## src/rtl/addsub_pkg.sv

```systemverilog
// Shared types and helpers for the multi-cycle adder/subtractor.
package addsub_pkg;

  typedef enum logic [1:0] {
    ST_IDLE = 2'd0,
    ST_RUN  = 2'd1,
    ST_DONE = 2'd2
  } state_e;

  // Width of the chunk index; at least one bit so a single-chunk build still has a counter.
  function automatic int unsigned chunk_idx_w(input int unsigned w, input int unsigned d);
    int unsigned n;
    n = w / d;
    return (n > 1) ? $clog2(n) : 1;
  endfunction

endpackage

```

## src/rtl/addsub_slice.sv

```systemverilog
// Combinational D-bit ripple-carry slice built from per-bit full-adder equations.
module addsub_slice #(
  parameter int unsigned D = 4
) (
  input  logic [D-1:0] a,
  input  logic [D-1:0] b,
  input  logic         cin,
  output logic [D-1:0] s,
  output logic         cout
);

  logic [D:0] c;

  always_comb begin
    c    = '0;
    s    = '0;
    c[0] = cin;
    for (int unsigned i = 0; i < D; i++) begin
      s[i]   = a[i] ^ b[i] ^ c[i];
      c[i+1] = (a[i] & b[i]) | (c[i] & (a[i] ^ b[i]));
    end
  end

  assign cout = c[D];

endmodule

```

## src/rtl/addsub_multicycle.sv

```systemverilog
// W-bit two's-complement add/sub evaluated D bits per clock through one shared ripple slice.
// Optional saturation on signed overflow: define ADDSUB_SAT_EN.
module addsub_multicycle
  import addsub_pkg::*;
#(
  parameter int unsigned W = 16,
  parameter int unsigned D = 4
) (
  input  logic         clk,
  input  logic         rst,
  input  logic         start,
  input  logic         sub,
  input  logic [W-1:0] A,
  input  logic [W-1:0] B,
  output logic         ready,
  output logic         busy,
  output logic         done,
  output logic [W-1:0] R,
  output logic         ovf,
  output logic         cout,
  output logic         zero
);

  localparam int unsigned N  = W / D;
  localparam int unsigned KW = chunk_idx_w(W, D);

  generate
    if ((W % D) != 0) begin : g_bad_width
      $error("addsub_multicycle: W must be a multiple of D");
    end
  endgenerate

  state_e        state_q, state_d;
  logic [W-1:0]  a_q, a_d;
  logic [W-1:0]  bx_q, bx_d;
  logic          carry_q, carry_d;
  logic [KW-1:0] k_q, k_d;
  logic [W-1:0]  acc_q, acc_d;
  logic [W-1:0]  r_q, r_d;
  logic          ovf_q, ovf_d;
  logic          cout_q, cout_d;
  logic          zero_q, zero_d;

  logic [D-1:0]  slice_a, slice_b, slice_s;
  logic          slice_c;
  logic [W-1:0]  sum;
  logic          ovf_v;

  addsub_slice #(.D(D)) u_slice (
    .a    (slice_a),
    .b    (slice_b),
    .cin  (carry_q),
    .s    (slice_s),
    .cout (slice_c)
  );

  always_comb begin
    slice_a = '0;
    slice_b = '0;
    sum     = acc_q;
    for (int unsigned i = 0; i < N; i++) begin
      if (k_q == KW'(i)) begin
        slice_a          = a_q[i*D +: D];
        slice_b          = bx_q[i*D +: D];
        sum[i*D +: D]    = slice_s;
      end
    end
  end

  always_comb begin
    state_d = state_q;
    a_d     = a_q;
    bx_d    = bx_q;
    carry_d = carry_q;
    k_d     = k_q;
    acc_d   = acc_q;
    r_d     = r_q;
    ovf_d   = ovf_q;
    cout_d  = cout_q;
    zero_d  = zero_q;
    ovf_v   = (a_q[W-1] & bx_q[W-1] & ~sum[W-1]) | (~a_q[W-1] & ~bx_q[W-1] & sum[W-1]);

    case (state_q)
      ST_IDLE, ST_DONE: begin
        if (start) begin
          a_d     = A;
          bx_d    = B ^ {W{sub}};
          carry_d = sub;
          k_d     = '0;
          state_d = ST_RUN;
        end else begin
          state_d = ST_IDLE;
        end
      end
      ST_RUN: begin
        acc_d   = sum;
        carry_d = slice_c;
        k_d     = k_q + 1'b1;
        // Result and flags are published only on the last slice, so R never shows partial sums.
        if (k_q == KW'(N - 1)) begin
          state_d = ST_DONE;
          r_d     = sum;
`ifdef ADDSUB_SAT_EN
          if (ovf_v) begin
            r_d = a_q[W-1] ? {1'b1, {(W-1){1'b0}}} : {1'b0, {(W-1){1'b1}}};
          end
`else
`endif
          ovf_d  = ovf_v;
          cout_d = slice_c;
          zero_d = (r_d == '0);
        end
      end
      default: state_d = ST_IDLE;
    endcase
  end

  always_ff @(posedge clk) begin
    if (rst) begin
      state_q <= ST_IDLE;
      a_q     <= '0;
      bx_q    <= '0;
      carry_q <= 1'b0;
      k_q     <= '0;
      acc_q   <= '0;
      r_q     <= '0;
      ovf_q   <= 1'b0;
      cout_q  <= 1'b0;
      zero_q  <= 1'b1;
    end else begin
      state_q <= state_d;
      a_q     <= a_d;
      bx_q    <= bx_d;
      carry_q <= carry_d;
      k_q     <= k_d;
      acc_q   <= acc_d;
      r_q     <= r_d;
      ovf_q   <= ovf_d;
      cout_q  <= cout_d;
      zero_q  <= zero_d;
    end
  end

  assign ready = (state_q == ST_IDLE) || (state_q == ST_DONE);
  assign busy  = (state_q == ST_RUN);
  assign done  = (state_q == ST_DONE);
  assign R     = r_q;
  assign ovf   = ovf_q;
  assign cout  = cout_q;
  assign zero  = zero_q;

endmodule

```

## config.mk

```make
export PLATFORM = sky130hd
export DESIGN_NAME = addsub_multicycle
export DESIGN_NICKNAME = d
export VERILOG_FILES = /design/src/rtl/addsub_pkg.sv /design/src/rtl/addsub_slice.sv /design/src/rtl/addsub_multicycle.sv
export SDC_FILE = /design/constraint.sdc
export NUM_CORES = 1
export LEC_CHECK = 0
export CELL_PAD_IN_SITES_DETAIL_PLACEMENT = 1
export CELL_PAD_IN_SITES_GLOBAL_PLACEMENT = 2
export CORE_MARGIN = 2
export CORE_UTILIZATION = 31
export CTS_CLUSTER_DIAMETER = 100
export DETAILED_ROUTE_END_ITERATION = 8
export PLACE_DENSITY = 0.9
export SYNTH_ARGS = -nofsm -noshare
export SYNTH_HDL_FRONTEND = slang
export SYNTH_SLANG_ARGS = --single-unit
```

## constraint.sdc

```tcl
create_clock -name clk -period 4.2 [get_ports clk]
set_input_delay 0.84 -clock clk [delete_from_list [all_inputs] [get_ports clk]]
set_output_delay 0.84 -clock clk [all_outputs]
set_load 0.01 [all_outputs]
```

After elaboration in Yosys (flattened, before gate mapping)
Index checks and enable logic that the tools add are counted.
{"block": "totals", "regBits": 72, "out_inout_bits": 22, "wordCells": 75}
{"block": "op_classes", "n_addsub": 1, "n_eq_ne": 7, "n_mux": 19, "bitwise": 29, "reduce_logical": 9}
{"operator": "4-bit two-way mux", "n": 12}
{"operator": "16-bit zero test", "n": 1}
{"operator": "16-bit XOR", "n": 1}
{"operator": "1-bit AND", "n": 12}
{"operator": "2-bit one-hot mux with 2 select lines", "n": 2}
{"operator": "1-bit XOR", "n": 8}
{"operator": "2-bit equality test, second input constant", "n": 3}
{"operator": "2-bit AND reduction", "n": 3}
{"operator": "1-bit OR", "n": 5}
{"operator": "2-bit by 1-bit equality test with 1-bit output, second input constant", "n": 2}
{"operator": "2-bit zero test", "n": 2}
{"operator": "2-bit two-way mux", "n": 2}
{"operator": "1-bit inverter", "n": 3}
{"operator": "2-bit by 1-bit adder with 2-bit output, second input constant", "n": 1}
{"operator": "1-bit two-way mux", "n": 2}
{"operator": "2-bit by 1-bit != test with 1-bit output, second input constant", "n": 1}
{"operator": "2-bit != test, second input constant", "n": 1}
{"operator": "1-bit one-hot mux with 2 select lines", "n": 1}
{"operator": "2-bit nonzero test", "n": 1}
{"operator": "2-bit OR reduction", "n": 1}
{"operator": "1-bit logical OR", "n": 1}

Depth between registers and ports, before layout
Gate-level depths: netlist (run 1).
{"block": "depth", "ltp_word": 17, "depth_mapped": 18}

By module
From an unflattened synthesis (run 1), not the netlist that was laid out.
{"block": "unflattened", "hier_cells": 379, "area_unflattened_um2": 3368.2}
{"mod": "addsub_multicycle", "n_inst": 1, "cells_each": 365, "area_per_inst_um2": 3250.6, "seq_area_each_um2": 1361.3}
{"mod": "addsub_slice", "n_inst": 1, "cells_each": 14, "area_per_inst_um2": 117.6, "seq_area_each_um2": 0.0}

Worst setup path after synthesis (run 1)
OpenSTA, ideal clock, no wires.
{"block": "synth_path", "kind": "reg-to-reg", "startpoint": "register k_q[1]", "endpoint": "register zero_q (netlist: zero)", "t_arrival_ns": 3.511, "required_ns": 4.131, "slack_ns": 0.620, "path_stages_with_launch": 18, "path_buffers": 3, "synth_period_minus_slack_ns": 3.580, "cell_sequence": "dfxtp_1 -> inv_1 -> ha_1 -> buf_6 -> clkbuf_1 -> nand3b_1 -> a21oi_1 -> a21oi_1 -> o21ai_0 -> fa_1 -> inv_1 -> fa_1 -> inv_1 -> fa_1 -> fa_1 -> buf_4 -> or4_1 -> o21ai_1"}
{"block": "synth_via", "elab_chain_len": 15}
{"element": "start: declaration", "line_no": "addsub_multicycle.sv:37", "text": "logic [KW-1:0] k_q, k_d;"}
{"element": "start signal: assignment", "line_no": "addsub_multicycle.sv:135", "text": "k_q <= k_d;"}
{"element": "2-bit zero test", "line_no": "addsub_multicycle.sv:62", "text": "if (k_q == KW'(i)) begin"}
{"element": "4-bit two-way mux (4 in a row)", "line_no": "addsub_multicycle.sv:62"}
{"element": "1-bit XOR", "line_no": "addsub_slice.sv:19, addsub_slice.sv:20"}
{"element": "1-bit AND", "line_no": "addsub_slice.sv:20", "text": "c[i+1] = (a[i] & b[i]) | (c[i] & (a[i] ^ b[i]));"}
{"element": "1-bit OR", "line_no": "addsub_slice.sv:20"}
{"element": "1-bit AND", "line_no": "addsub_slice.sv:20"}
{"element": "1-bit OR", "line_no": "addsub_slice.sv:20"}
{"element": "1-bit AND", "line_no": "addsub_slice.sv:20"}
{"element": "1-bit OR", "line_no": "addsub_slice.sv:20"}
{"element": "1-bit XOR", "line_no": "addsub_slice.sv:19", "text": "s[i] = a[i] ^ b[i] ^ c[i];"}
{"element": "4-bit two-way mux", "line_no": "addsub_multicycle.sv:62"}
{"element": "16-bit zero test", "line_no": "addsub_multicycle.sv:111", "text": "zero_d = (r_d == '0);"}
{"element": "end signal: assignment", "line_no": "addsub_multicycle.sv:140", "text": "zero_q <= zero_d;"}
{"element": "end: declaration", "line_no": "addsub_multicycle.sv:42", "text": "logic zero_q, zero_d;"}
Parallel ways exist; a longest one is shown, timed or not.
A chain may end at the register's enable or synchronous reset.

Worst setup path after layout (run 1)
Ends and elaborated chain as after synthesis.

==> flow_summary.ini, run 1 <==
[floorplanning]
pin_count = 58
die_height_um = 107
rows = 37
die_area_um2 = 11400
die_w_um = 107
coreArea_um2 = 10300
initial_utilization = 0.319

[synthesis]
synthSimpleGateAreaFrac = 0.183
syn_inst = 391
synthFlopType = dfxtp_1
synth-seq-area-share = 0.434
synth_compound_area_frac = 0.188
synth-seq-cells = 71
synth_mux_area_frac = 0.0428
synthAdderAreaFrac = 0.0397
synth.avg_cell_area_um2 = 8.38
ys_types = 33
synth-xor-area-share = 0.0428
syn_nets = 435
synth.area.top_cells = dfxtp_1 (43%), nand2_1 (7.8%), a21oi_1 (7.6%), a211oi_1 (6.4%), nor2_1 (4.6%)
synth_top_area_frac = 0.434
synth_edf_count = 0
ys_async_sr_fraction = 0
synth_area_um2 = 3280
synth_top_family_by_area = compound AO/OA/AOI/OAI gates
yosysTopAreaCell = dfxtp_1
synth-warning-count = 0

[timing]
setup-violations-final = 0
fin_skew_ps = 14.8
worst_slew_pin_slew_ps = 966
relSlewSlack = 0.356
drv_slew = 0
layout_min_cycle_time_ps = 3840
fmax_mhz = 260
setup_tns_ps = 0
period_share = 0.915
hold_viol = 0
grt_setup_unrepaired = no
setup_slack_ps = 356

[global_routing]
antenna_found_initial = 0
grt.total_usage = 0.147
grt_pass1_vias = 2736
grt_pass1_wl_mm = 13.3
gr-total-overflow = 0
grt_max_degree = 45

[cts]
cts_resized = 0
cts_buffer_depth = 2
post_cts_buffers = 0
cts-root-buf = clkbuf_8
cts_sinks = 71
htree_levels = 3
cts_tree = done
holdBufCountCts = 0
clock_latency_ps = 360
cts-buffers-inserted = 9
cts.clk_slew.worst_paths_ps = 90

[route]
first_iter_violations = 77
antenna_left = 0
via_per_inst = 4.86
route.detailed.drc = 0
vias = 2769
wire_per_inst_um = 14.2
first_pass_iters = 4
wirelength_mm = 8.11

[worst_setup_path]
start_kind = flop
critPathKind = reg -> reg
crit_path_end_kind = flop
cp_data_arrival_time_ps = 4140
worstPathRequired_ps = 4500
crit_start = k_q[1]
rr_startpoint = k_q[1]
cp_max_fo = 15

[place]
routabilityCongestion = 0.796
dp_hpwl_mm = 5.76
pre_cts_ws_ps = 390
port-buffer-count = 57

[finish]
nets = 473
area_delta_synth_final_pct = 24.9
fillers = 1262
num_antenna_cells = 0
final_layout_size_suffix_gt1_frac = 0.0622

[outcome]
outcome = finished, final reports clean

[pwr]
p_per_area_nw_per_um2 = 396
leakage_nw = 1.45
ir_worst_vdd_mv = 0.141

[hold_path]
hp-class = reg -> reg
hp-start = a_q[5]

[job]
drv_cap = 0
==> cell families after synthesis <==
group,count (synthesis)
buffers and inverters,43
XOR/XNOR,16
AND/OR/NAND/NOR,139
adder cells (fa/ha/maj),8
multiplexers,14
flip-flops,71
AO/OA/AOI/OAI,100
==> final cells by class <==
class                   instances  area (um^2)  share of cell area
clock inverters                 6         92.6              0.0226
well taps                     136          170              0.0416
flip-flops and latches         71         1420               0.347
multi-input cells             277         1630               0.399
inverters                       7         26.3             0.00642
clock buffers                  10          138              0.0336
repair buffers                 63          611               0.149
==> report_power, final <==
| group | leakage (nW) | total [mW] | switching, mW | internal, mW |
|---|---|---|---|---|
| Clock | 0.109 | 0.633 | 0.280 | 0.354 |
| Sequential | 0.579 | 0.727 | 0.0229 | 0.704 |
| Combinational | 0.763 | 0.258 | 0.147 | 0.111 |
==> registers in the layout, indices dropped and copies added, names as in the netlist <==
| signal | flops |
|---|---|
| R | 16 |
| a_q | 16 |
| bx_q | 16 |
| acc_q | 15 |
| k_q | 2 |
| state_q | 2 |
| carry_q | 1 |
| cout | 1 |
| ovf | 1 |
| zero | 1 |
==> worst paths after layout <==
check | to | slack (ps) | cells after the start
setup / recovery | zero | 360 | 14
setup reg to reg | zero | 360 | 14
hold / removal | a_q[5] | 460 | 2
hold reg to reg | a_q[5] | 460 | 2
==> synth_stat cells, types with 7 or more instances <==
master and count:
nand3b_1 7, clkbuf_1 17, mux2i_1 14, nand2_1 68
a211oi_1 28, buf_2 9, nor2b_1 8, xnor2_1 16
nor2_1 40, dfxtp_1 71, o21ai_0 7, a21oi_1 50
==> per-layer routing <==
metal  up-vias  track usage  routed length, um
met1      1290        0.185               3680
met2        55        0.248               3940
met4         0       0.0612                149
li1       1411            -                  -
met3        13       0.0274                339
met5         -            0                  0
==> placed cells by master (no fill, tap or decap), drive strengths merged, types with 6 or more instances in the layout <==
| cell | n |
|---|---|
| nor3 | 6 |
| o21ai | 8 |
| clkbuf | 10 |
| nor2 | 41 |
| nand3b | 7 |
| a21oi | 50 |
| inv | 8 |
| nor2b | 8 |
| buf | 7 |
| mux2i | 14 |
| clkdlybuf4s50 | 56 |
| nand2 | 68 |
| a211oi | 28 |
| dfxtp | 71 |
| xnor2 | 16 |
==> critical path, cell delays in order (launching register included) <==
cell and delay, ps:
dfxtp_1 340, inv_1 110, ha_1 450, nand3b_1 170
a21oi_1 70, a21oi_1 150, o21ai_0 120, fa_1 410
inv_1 80, fa_1 170, inv_1 50, fa_1 380
fa_1 600, or4_1 570, o21ai_1 120
==> metrics by stage <==
stage	hold WS, ps	utilization	instances	area [um^2]	power, mW
final	465	0.398	570	4090	1.62
after global routing	491	0.398	570	4090	1.69
after CTS	463	0.398	570	4090	1.63
after detailed placement	452	0.376	554	3860	1.00
after global placement	448	0.376	554	3860	0.994
after floorplan	432	-	391	3280	0.921
Note: power is estimated with default switching activity, not from simulation.
==> run 2, diff against run 1 <==
PLACE_DENSITY = unset   (was 0.9)
PLACE_DENSITY_LB_ADDON = 0.1   (was unset)
==> flow_summary.ini, run 2 (synthesis gave the netlist of run 1 again) <==
[finish]
num_antenna_cells = 0
mostFrequentLayoutCells = dfxtp_1 (71), nand2_1 (68), clkdlybuf4s50_1 (56), a21oi_1 (50), nor2_1 (40)
area_delta_synth_final_pct = 24.5
utilization = 0.397
final_layout_size_suffix_gt1_frac = 0.0622
nets = 474
final_common_cell = dfxtp_1

[timing]
worst_slew_pin_slew_ps = 971
period_share = 0.901
layout_min_cycle_time_ps = 3780
grt_setup_unrepaired = no
fmax_mhz = 264
relSlewSlack = 0.353
setup-violations-final = 0
drv_slew = 0
hold_viol = 0
setup_tns_ps = 0
fin_skew_ps = 11.8

[hold_path]
hold_depth = 2
whs_endpoint = R[12]
hp-start = R[12]
hp-class = reg -> reg

[worst_setup_path]
cp_data_arrival_time_ps = 4070
r2r_end = zero
worstPathRequired_ps = 4490
cpMaxStageDelayCell = fa_1
rr_startpoint = k_q[1]
cp_max_fo = 17
r2r_slack_ps = 420
start_kind = flop
rr_worst_depth = 15
cpPeakStageDelay_ps = 560
crit_chain = inv_1 > ha_1 > nand3b_1 > a21oi_1 > a21oi_1 > o21ai_0 > fa_1 > inv_1 > fa_1 > inv_1 > fa_1 > a211oi_1 > a21oi_1 > or4_1 > o21ai_1
crit_path_end_kind = flop
critPathKind = reg -> reg

[cts]
cts_buffer_depth = 2
cts_tree = done
holdBufCountCts = 0
cts-buffers-inserted = 9
cts_resized = 0
htree_levels = 3
post_cts_buffers = 0
cts-root-buf = clkbuf_8
clock_latency_ps = 350
cts.clk_slew.worst_paths_ps = 80
cts_sinks = 71

[global_routing]
gr-total-overflow = 0
grt_pass1_wl_mm = 13.9
antenna_found_initial = 0
grt_max_degree = 52
grt_pass1_vias = 2806
grt.total_usage = 0.156

[route]
via_per_inst = 4.84
route.detailed.drc = 0
wirelength_mm = 8.31
wire_per_inst_um = 14.6
first_pass_iters = 4
antenna_left = 0
vias = 2757
first_iter_violations = 64

[place]
dp_hpwl_mm = 6.02
port-buffer-count = 57
routabilityCongestion = 0.740

[pwr]
ir_worst_vdd_mv = 0.154
p_per_area_nw_per_um2 = 388
p_seq_frac = 0.460
power.total_mw = 1.58
p_sw_frac = 0.274
clockPowerShare = 0.377
leakage_nw = 1.45
combPwrFrac = 0.163
net-switching-power_mw = 0.434
p_int_mw = 1.15

[outcome]
outcome = finished, final reports clean

[floorplanning]
die_w_um = 107
coreArea_um2 = 10300
initial_utilization = 0.319
die_area_um2 = 11400
rows = 37
die_height_um = 107
pin_count = 58

[job]
drv_cap = 0
## run 2: cell types whose count changed in the layout (fill, tap and decap cells not counted), sizes merged
cell,change
buf,+1
clkbuf,-1
clkinv,+2
clkinvlp,-1
inv,-1
## run 2: per-layer routing
metal,global-route usage,part of all wire,vias up
met5,0,0,-
met4,0.0547,0.017,0
met3,0.0359,0.036,12
met2,0.268,0.49,52
met1,0.190,0.45,1279
li1,-,-,1414
## run 2: worst max-delay path by stage
stage / depth (start not counted) / slack (ps) / startpoint / end
global placement: 15 / 590 / k_q[1] / zero
CTS: 15 / 410 / k_q[1] / zero
detailed placement: 15 / 430 / k_q[1] / zero
floorplan: 17 / 620 / k_q[1] / zero
finish: 15 / 420 / k_q[1] / zero
global route: 15 / 60 / k_q[1] / zero
## run 2: area by class of cell
type | instances | area, um^2
flip-flops and latches | 71 | 1420
multi-input cells | 277 | 1630
fillers | 1256 | 6200
clock buffers | 9 | 124
repair buffers | 64 | 618
inverters | 7 | 26.3
clock inverters | 6 | 86.3
well taps | 136 | 170
## run 2: stage by stage
stage	hold slack (ps)	area, um^2	setup slack [ps]	std cells
2_1_floorplan	432	3280	620	391
6_report	456	4080	417	570
5_1_grt	483	4080	62.2	570
4_1_cts	460	4080	415	570
3_5_place_dp	447	3870	432	555
3_3_place_gp	444	3870	591	555
## run 2: critical path: cells and delay by family, from the launching register on
family / cells / cell delay [ps]
AO/OA/AOI/OAI: 6 / 960
adder cells (fa/ha/maj): 4 / 1490
buffers and inverters: 3 / 220
flip-flops: 1 / 360
AND/OR/NAND/NOR: 2 / 710
## run 2: power by group through the flow
stage               clock, mW  sequential (mW)  combinational [mW]
CTS                     0.616            0.729               0.264
global route            0.649            0.733               0.292
floorplan                   0            0.734               0.187
finish                  0.595            0.728               0.258
global placement            0            0.744               0.257
detailed placement          0            0.745               0.263
==> run 3, diff against run 2 <==
CORE_UTILIZATION = 37   (was 31)
DONT_BUFFER_PORTS = 1   (was unset)
SLEW_MARGIN = 20   (was unset)
==> flow_summary.ini, run 3 (synthesis gave the netlist of run 1 again) <==
[pwr]
leakage_nw = 1.24
ir_worst_vdd_mv = 0.165
p_per_area_nw_per_um2 = 444

[finish]
area_delta_synth_final_pct = 6.34
fin_area_um2 = 3480
fillers = 1037
final_common_cell = dfxtp_1
num_antenna_cells = 0
final_layout_size_suffix_gt1_frac = 0.0663
nets = 416
mostFrequentLayoutCells = dfxtp_1 (71), nand2_1 (68), a21oi_1 (50), nor2_1 (40), a211oi_1 (28)

[route]
via_per_inst = 5.23
wirelength_mm = 7.79
wire_per_inst_um = 16.1
vias = 2537
first_iter_violations = 87
first_pass_iters = 4
route.detailed.drc = 0
antenna_left = 0

[worst_setup_path]
cp_max_fo = 16
crit_path_end_kind = flop
r2r_end = zero
critPathKind = reg -> reg
worstPathRequired_ps = 4480
r2r_slack_ps = 440
cp_data_arrival_time_ps = 4030
start_kind = flop
rr_worst_depth = 15
rr_startpoint = k_q[1]

[global_routing]
antenna_found_initial = 0
grt_max_degree = 71
grt_pass1_vias = 2647
grt.total_usage = 0.170
gr-total-overflow = 0
grt_pass1_wl_mm = 13.2

[floorplanning]
die_w_um = 98.1
coreArea_um2 = 8640
die_height_um = 98.1
rows = 34
die_area_um2 = 9620
pin_count = 58
initial_utilization = 0.379

[job]
drv_cap = 0

[timing]
setup-violations-final = 0
fmax_mhz = 266
worst_slew_pin_slew_ps = 852
grt_setup_unrepaired = no
drv_slew = 0
setup_slack_ps = 445
fin_skew_ps = 10.4
layout_min_cycle_time_ps = 3760
hold_viol = 0
relSlewSlack = 0.432
setup_tns_ps = 0
period_share = 0.894

[hold_path]
whs_endpoint = a_q[14]
hold_depth = 2
hp-class = reg -> reg
hp-start = a_q[14]

[place]
pre_cts_ws_ps = 443
routabilityCongestion = 0.754
postPlaceCellArea_um2 = 3260
dp_hpwl_mm = 5.46
port-buffer-count = 0

[cts]
cts-root-buf = clkbuf_8
post_cts_buffers = 0
cts.clk_slew.worst_paths_ps = 80
cts-buffers-inserted = 9
cts_tree = done
cts_sinks = 71
holdBufCountCts = 0
cts_resized = 0
clock_latency_ps = 340
cts_buffer_depth = 2
htree_levels = 3

[outcome]
outcome = finished, final reports clean
[run 3: cell types whose count changed in the layout (fill, tap and decap cells not counted), sizes merged]
cell,before,now
clkdlybuf4s50,56,0
buf,8,6
clkbuf,9,11
clkinv,3,2
[run 3: where the power goes]
group / total [mW] / internal (mW) / switching, mW / leakage (nW)
registers: 0.727 / 0.704 / 0.0226 / 0.579
logic: 0.206 / 0.0825 / 0.124 / 0.550
clock network: 0.615 / 0.351 / 0.263 / 0.110
[run 3: routing by layer]
layer / part of all wire / global-route usage
met5: 0 / 0
met1: 0.47 / 0.213
met4: 0.014 / 0.0641
met2: 0.48 / 0.290
met3: 0.033 / 0.0308
[run 3: layout make-up]
| class | instances | area, um^2 | area share |
|---|---|---|---|
| Clock buffer | 11 | 141 | 0.0406 |
| Clock inverter | 5 | 81.3 | 0.0233 |
| Inverter | 7 | 26.3 | 0.00754 |
| Multi-Input combinational cell | 277 | 1630 | 0.469 |
| Sequential cell | 71 | 1420 | 0.408 |
| Tap cell | 108 | 135 | 0.0388 |
| Timing Repair Buffer | 6 | 45.0 | 0.0129 |
[run 3: worst max-delay path, stage by stage (launching register included)]
cell	delay, ps
dfxtp_1	370
inv_1	90
ha_1	340
nand3b_1	220
a21oi_1	170
a21oi_1	50
o21ai_0	230
fa_1	210
inv_1	50
fa_1	350
inv_1	80
fa_1	560
nor2_2	220
a32oi_1	120
or4_1	510
o21ai_1	120
[run 3: worst max-delay path by stage]
stage,from,end,slack [ps]
floorplan,k_q[1],zero,620
global placement,k_q[1],zero,600
detailed placement,k_q[1],zero,440
CTS,k_q[1],zero,410
global route,k_q[1],zero,70
finish,k_q[1],zero,440
[run 3: through the flow]
stage          total power, mW  std cells  utilization  hold slack, ps
3_3_place_gp             0.949        469        0.378             440
4_1_cts                   1.57        485        0.403             458
6_report                  1.55        485        0.403             453
3_5_place_dp             0.953        469        0.378             447
2_1_floorplan            0.921        391            -             432
5_1_grt                   1.63        485        0.403             481
